===== src/rtl/l1d_cache.sv =====
// Direct-mapped, write-through, no-write-allocate L1 data cache with one-word lines.
// A four-state FSM sequences read-miss refills and store write-throughs to memory.
module l1d_cache #(
    parameter int LINES = 8
) (
    input  logic        clock,
    input  logic        reset_n,
    input  logic [31:0] cpu_address,
    input  logic [31:0] cpu_write_data,
    input  logic        cpu_read,
    input  logic        cpu_write,
    input  logic        cpu_flush,
    output logic [31:0] cpu_read_data,
    output logic        cpu_stall,
    output logic [31:0] mem_address,
    output logic [31:0] mem_write_data,
    output logic        mem_read,
    output logic        mem_write,
    input  logic [31:0] mem_data,
    input  logic        mem_stall,
    output logic [1:0]  dbg_state
);

    localparam int IDX  = $clog2(LINES);
    localparam int TAGW = 30 - IDX;

    // Handshake: cpu_read/cpu_write are held until a cycle with cpu_stall=0, which
    // completes them at that edge; mem_read/mem_write are accepted in a cycle with mem_stall=0.
    typedef enum logic [1:0] {IDLE, MISS_REQ, MISS_WAIT, WRITE} state_t;

    state_t            state, state_nxt;
    logic [31:0]       data_q [LINES];
    logic [TAGW-1:0]   tag_q  [LINES];
    logic [LINES-1:0]  valid_q;
    logic [31:0]       lat_addr, lat_data;

    logic [IDX-1:0]    cpu_idx, lat_idx;
    logic [TAGW-1:0]   cpu_tag, lat_tag;
    logic              cpu_hit, lat_hit;
    logic              lat_ld, fill_en, upd_en, flush_en;
    logic              unused_low_bits;

    assign cpu_idx = cpu_address[IDX+1:2];
    assign cpu_tag = cpu_address[31:IDX+2];
    assign lat_idx = lat_addr[IDX+1:2];
    assign lat_tag = lat_addr[31:IDX+2];
    assign cpu_hit = valid_q[cpu_idx] && (tag_q[cpu_idx] == cpu_tag);
    assign lat_hit = valid_q[lat_idx] && (tag_q[lat_idx] == lat_tag);
    assign unused_low_bits = ^cpu_address[1:0];

    assign mem_address    = lat_addr;
    assign mem_write_data = lat_data;
    assign dbg_state      = state;

    always_comb begin
        state_nxt     = state;
        cpu_stall     = 1'b0;
        cpu_read_data = data_q[cpu_idx];
        mem_read      = 1'b0;
        mem_write     = 1'b0;
        lat_ld        = 1'b0;
        fill_en       = 1'b0;
        upd_en        = 1'b0;
        flush_en      = 1'b0;
        case (state)
            IDLE: begin
                if (cpu_flush) begin
                    cpu_stall = 1'b1;
                    flush_en  = 1'b1;
                end else if (cpu_write) begin
                    cpu_stall = 1'b1;
                    lat_ld    = 1'b1;
                    state_nxt = WRITE;
                end else if (cpu_read && !cpu_hit) begin
                    cpu_stall = 1'b1;
                    lat_ld    = 1'b1;
                    state_nxt = MISS_REQ;
                end
            end
            MISS_REQ: begin
                mem_read  = 1'b1;
                cpu_stall = 1'b1;
                if (!mem_stall) state_nxt = MISS_WAIT;
            end
            MISS_WAIT: begin
                mem_read      = 1'b1;
                cpu_read_data = mem_data;
                fill_en       = 1'b1;
                state_nxt     = IDLE;
            end
            WRITE: begin
                mem_write = 1'b1;
                if (mem_stall) begin
                    cpu_stall = 1'b1;
                end else begin
                    upd_en    = lat_hit;
                    state_nxt = IDLE;
                end
            end
            default: state_nxt = IDLE;
        endcase
        // Reset silences every output and abandons any in-flight line update.
        if (!reset_n) begin
            cpu_stall     = 1'b0;
            cpu_read_data = '0;
            mem_read      = 1'b0;
            mem_write     = 1'b0;
            lat_ld        = 1'b0;
            fill_en       = 1'b0;
            upd_en        = 1'b0;
            flush_en      = 1'b0;
        end
    end

    always_ff @(posedge clock or negedge reset_n) begin
        if (!reset_n) begin
            state    <= IDLE;
            valid_q  <= '0;
            lat_addr <= '0;
            lat_data <= '0;
        end else begin
            state <= state_nxt;
            if (lat_ld) begin
                lat_addr <= {cpu_address[31:2], 2'b00};
                lat_data <= cpu_write_data;
            end
            if (flush_en) valid_q <= '0;
            else if (fill_en) valid_q[lat_idx] <= 1'b1;
        end
    end

    // Line data and tags carry no reset; the valid bits alone qualify them.
    always_ff @(posedge clock) begin
        if (fill_en) begin
            data_q[lat_idx] <= mem_data;
            tag_q[lat_idx]  <= lat_tag;
        end else if (upd_en) begin
            data_q[lat_idx] <= lat_data;
        end
    end

endmodule


===== config.mk =====
export PLATFORM = sky130hd
export DESIGN_NAME = l1d_cache
export DESIGN_NICKNAME = d
export VERILOG_FILES = /design/src/rtl/l1d_cache.sv
export SDC_FILE = /design/constraint.sdc
export NUM_CORES = 1
export LEC_CHECK = 0
export CELL_PAD_IN_SITES_DETAIL_PLACEMENT = 0
export CELL_PAD_IN_SITES_GLOBAL_PLACEMENT = 2
export CORE_UTILIZATION = 47
export DETAILED_ROUTE_END_ITERATION = 12
export PLACE_DENSITY_LB_ADDON = 0.25
export RECOVER_POWER = 50
export SETUP_SLACK_MARGIN = 0.05
export SLEW_MARGIN = 20
export SYNTH_ARGS = -nofsm -noshare
export SYNTH_HDL_FRONTEND = slang
export SYNTH_SLANG_ARGS = --single-unit

===== constraint.sdc =====
create_clock -name clock -period 14.9 [get_ports clock]
set_input_delay 2.98 -clock clock [delete_from_list [all_inputs] [get_ports clock]]
set_output_delay 2.98 -clock clock [all_outputs]
set_load 0.05 [all_outputs]

Word level (Yosys, flattened, before mapping)
Memories as Yosys holds them, arrays and structs flattened.
Index checks and enable logic that the tools add are counted.
{"block": "word_totals", "register_bits": 72, "elab_cells": 72, "ramBits": 472, "mem_count": 2, "out_inout_bits": 101}
{"block": "classes", "eq_ne": 9, "mux": 43, "magnitude_cmp": 3, "bitwise_logic": 2, "n_reduce_logical": 9}
{"name": "data_q", "depth": 8, "width": 32, "rd": 1, "rd_ports_with_merged_regs": 0, "wr": 1, "line_no": "32", "text": "logic [31:0] data_q [LINES];"}
{"name": "tag_q", "depth": 8, "width": 27, "rd": 2, "rd_ports_with_merged_regs": 0, "wr": 1, "line_no": "33", "text": "logic [TAGW-1:0] tag_q [LINES];"}
{"operator": "32-bit two-way mux", "n": 3}
{"operator": "27-bit equality test", "n": 2}
{"operator": "1-bit two-way mux", "n": 28}
{"operator": "8-bit two-way mux", "n": 2}
{"operator": "2-bit two-way mux", "n": 5}
{"operator": "3-bit by 4-bit less-than comparator with 1-bit output, second input constant", "n": 2}
{"operator": "8-bit bitwise OR", "n": 1}
{"operator": "2-bit one-hot mux with 4 select lines", "n": 1}
{"operator": "1-bit binary-select mux with 3-bit select", "n": 2}
{"operator": "2-bit != test, second input constant", "n": 3}
{"operator": "2-bit equality test, second input constant", "n": 2}
{"operator": "1-bit logical AND", "n": 4}
{"operator": "4-bit AND reduction", "n": 1}
{"operator": "1-bit demux with 3-bit select", "n": 1}
{"operator": "3-bit by 1-bit greater-or-equal comparator with 1-bit output, second input constant", "n": 1}
{"operator": "3-bit != test, second input constant", "n": 1}
{"operator": "1-bit one-hot mux with 3 select lines", "n": 1}
{"operator": "2-bit by 1-bit equality test with 1-bit output, second input constant", "n": 1}
{"operator": "2-bit logical NOT", "n": 1}
{"operator": "2-bit nonzero test", "n": 1}
{"operator": "2-bit OR reduction", "n": 1}
{"operator": "1-bit logical NOT", "n": 1}
{"operator": "1-bit bitwise OR", "n": 1}

Depth between registers and ports, before layout
{"block": "depth", "word_depth": 10, "depth_mapped": 12, "mapped_depth_nobuf": 9}

Worst setup path after synthesis
No wires, ideal clock.
{"block": "synth_timing", "path_type": "input to output", "from": "input port cpu_address[4]", "to": "output port cpu_stall", "arrival_ns": 5.313, "required_time_ns": 11.920, "setup_slack_ns": 6.607, "cell_stages": 11, "path_cell_list": "buf_2 > buf_4 > buf_2 > mux2i_1 > nand2_1 > and4_1 > o21ai_0 > nor4_4 > a31oi_1 > o21ai_0 > a21oi_1"}
{"block": "synth_via", "elab_chain_cells": 10}
{"item": "start: declaration", "line_no": "8", "text": "input logic [31:0] cpu_address,"}
{"item": "memory 8 x 27 bit / 1-bit binary-select mux with 3-bit select (equally long branches)"}
{"item": "27-bit equality test / 1-bit two-way mux (equally long branches)", "line_no": "47", "text": "assign cpu_hit = valid_q[cpu_idx] && (tag_q[cpu_idx] == cpu_tag);"}
{"item": "1-bit logical AND (*)", "line_no": "47"}
{"item": "1-bit logical NOT (*)", "line_no": "74", "text": "end else if (cpu_read && !cpu_hit) begin"}
{"item": "1-bit logical AND (*)", "line_no": "74"}
{"item": "1-bit two-way mux (*)", "line_no": "74"}
{"item": "1-bit two-way mux (*)", "line_no": "70", "text": "end else if (cpu_write) begin"}
{"item": "1-bit two-way mux (*)", "line_no": "67", "text": "if (cpu_flush) begin"}
{"item": "1-bit one-hot mux with 3 select lines (*)", "line_no": "65", "text": "case (state)"}
{"item": "1-bit two-way mux (*)", "line_no": "103", "text": "if (!reset_n) begin"}
{"item": "end: declaration", "line_no": "14", "text": "output logic cpu_stall,"}
Every way passes the cells marked *; elsewhere a longest branch is shown, timed or not. The select of a mux whose other input is x is not followed.

Final worst setup path
{"block": "layout_timing", "from": "input port reset_n", "to": "output port cpu_read_data[29]"}
{"block": "layout_via", "elab_chain_cells": 1}
{"item": "start: declaration", "line_no": "7", "text": "input logic reset_n,"}
{"item": "32-bit two-way mux", "line_no": "103"}
{"item": "end: declaration", "line_no": "13", "text": "output logic [31:0] cpu_read_data,"}
No other way between the ends.

==> out/qor.yml <==
layout.area.seq_sq_mm: 0.01598
root_buffer: "clkbuf_16"
power_frac_clock_pct: 26.9
worstSkewPairLatency_ns: 0.62
vias_per_cell: 5.897
async_flop_share_pct: 13.24
tightest_slew_ns: 3.161
skew_ns: 0.01588
antenna_left: 0
path_class: "input pin to output pin"
layout-drive-gt1-share_pct: 19.83
syn_to_final_growth_pct: 18.21
numCtsBuffers: 56
synthCells: 1379
synth_edf_count: 472
fin_util_pct: 56.17
hold_buffers: 0
ys_seq_area_share_pct: 65.54
grt.overflow.total: 0
critPathSlowestCell: "clkbuf_1"
cts_setup_buffers: 0
wl_um: 61510
dp_hpwl_um: 36630
violations: "max-capacitance violations, max-slew violations"
sw_frac_of_total_pct: 35.28
die-area_sq_mm: 0.05278
io_pins: 203
maxCapViolCount: 13
die-width_um: 229.7
synthFlopType: "edfxtp_1"
crit_path_start_kind: "input pin"
critPathMaxFanout: 52
internal_power_mw: 3.469
path_common_cell: "clkbuf_1"
required_ns: 11.92
track_usage_pct: 23.52
gp_congestion: 0.7954
cts_sinks: 544
yosysTopAreaCell: "edfxtp_1"
drt_iter0_markers: 1149
syn_area_sq_mm: 0.02437
fmax_mhz: 93.35
rsz0062_at_grt: "no"
multi_input_area_sq_mm: 0.007886
critPathArrivalTime_ns: 7.73
hp-class: "flip-flop to flip-flop"
vdd_drop_max_v: 0.0001278
vias: 13628
drc: 0
htree_levels: 2
n_fill_cell: 4069
setup_tns_ns: 0
hold_viol: 0
power_frac_comb_pct: 32.3
grt_pass1_wl_um: 91490
critPathMaxStageDelay_ns: 2.02
p_sw_mw: 1.890
die_y_um: 229.7
core_sq_mm: 0.05130
clk_path_buf_depth: 3
syn_avg_cell_area_sq_um: 17.68
outcome: "complete, but fails checks"
dr.pass1.iters: 7
cts_tree: "done"
cts-resized-gates: 0
clkSlewWorstSetupHoldPaths_ns: 0.06
synth_cell_types: 59
path_buf_inv: 4
ys_top_cells_by_area: "edfxtp_1, mux4_2, dfrtp_1, mux2i_1, mux2_4"
period_needed_ns: 10.71
leakage_nw: 10.06
p_seq_share_pct: 40.8
maxSlewViolCount: 319
most-common-layout-cells: "edfxtp_1, clkdlybuf4s50_1, mux2i_1, mux4_2, dfrtp_1"
grt_max_degree: 59
avgRoutedWirePerCell_um: 26.62
grt_pass1_vias: 14325
portBuffers: 198
critical-path-top-delay-family: "buffers and inverters"
antenna_found_initial: 1
slew_headroom_pct: -110.7
yosysWarnings: 0
placementRows: 83
initial_core_util_pct: 47.51
layout_commonest_cell: "edfxtp_1"
num-nets-final: 1689
timing.critical_path.cells: "clkbuf_1 -> clkbuf_1 -> buf_4 -> and2_1 -> clkdlybuf4s50_1"
worstSetupEndpointType: "output pin"
power-per-cell-area_mw_per_mm2: 186.0
synth-seq-cells: 544
period_share_pct: 71.90
yosysTopAreaCellShare_pct: 58.15
setup_viol: 0
-- final timing paths --
path / end / depth (start not counted) / start / slack (ns)
max reg2reg: data_q[1][14] / 10 / mem_address[3] / 7.04
max in group asynchronous: mem_address[3] / 2 / reset_n / 8.76
min: valid_q[6] / 1 / valid_q[6] / 0.52
min in group asynchronous: mem_address[20] / 1 / reset_n / 2.56
min reg2reg: valid_q[6] / 1 / valid_q[6] / 0.52
max: cpu_read_data[29] / 5 / reset_n / 4.19
-- metal layers --
| layer | up-vias | wire length, um | share of wire [%] | GRT usage, % |
|---|---|---|---|---|
| li1 | 5992 | - | - | - |
| met1 | 7074 | 25690 | 42 | 31.12 |
| met2 | 450 | 30340 | 49 | 39.45 |
| met3 | 110 | 3836 | 6.2 | 4.477 |
| met4 | 2 | 1626 | 2.6 | 7.181 |
| met5 | - | 11 | 0.018 | 0 |
-- power groups by stage --
stage                     sequential [mW]  clock (mW)  combinational [mW]
final                                2.19        1.44                1.73
after global routing                 2.22        1.52                1.82
after CTS                            2.19        1.47                1.77
after detailed placement             2.22           0                1.76
after global placement               2.21           0                1.76
after floorplan                      2.43           0               0.929
-- cell type report --
cell class              instances  share of cell area (%)
flip-flops and latches        544                   55.46
multi-input cells             742                   27.37
repair buffers                231                   7.560
clock buffers                  85                   5.593
well taps                     680                   2.953
clock inverters                19                  0.9423
inverters                       8                  0.1042
diodes                          2                 0.01737
-- state kept, by name, summed over array words and instances, names as in the netlist --
| register | flops |
|---|---|
| data_q | 256 |
| tag_q | 216 |
| mem_write_data | 32 |
| mem_address | 30 |
| valid_q | 8 |
| dbg_state | 2 |
-- through the flow --
stage          setup WS (ns)  hold slack (ns)  power, mW  area, sq um  cells
6_report               4.187           0.5245      5.359        28810   2311
5_1_grt                3.485           0.5373      5.566        28810   2309
4_1_cts                4.362           0.5151      5.428        28880   2309
3_5_place_dp           4.406           0.5006      3.984        27000   2205
3_3_place_gp           4.389           0.4938      3.969        26990   2205
2_1_floorplan          6.607           0.4753      3.354        24380   1380
-- cell usage after synthesis (3+ instances only) --
cell      count
edfxtp_1    472
mux2i_1     119
mux4_2      104
dfrtp_1      72
mux2_4       60
o21ai_0      51
nand2_1      47
mux2_2       39
and2_1       38
mux2_1       37
xor2_1       25
buf_2        22
clkbuf_1     22
a22oi_1      20
a22o_1       19
xnor2_1      19
a221oi_1     17
buf_1        16
buf_4        14
nor2_1       14
nor2b_1      13
o22ai_1      13
nor3_1       12
nand4_1      11
a21oi_1       9
a221o_1       9
a31oi_1       8
o21a_1        8
or3_1         7
buf_12        6
buf_6         6
inv_1         6
nand3_1       6
ha_1          4
a222oi_1      3
nand2b_1      3
-- cells by family (layout without fill, tap and decap cells) --
logic type / count (synthesis) / after routing / share of synthesized area (%)
adders and majority gates: 4 / 4 / 0.2053
muxes: 359 / 359 / 21.70
DFF: 544 / 544 / 65.54
and+or+nand+nor: 161 / 161 / 3.578
xor gates and xnor gates: 44 / 44 / 1.581
buffers and inverters: 94 / 343 / 2.361
AOI/OAI and AO/OA: 172 / 172 / 5.015
other: 1 / 4 / 0.01538
(Power assumes the default switching activity.)
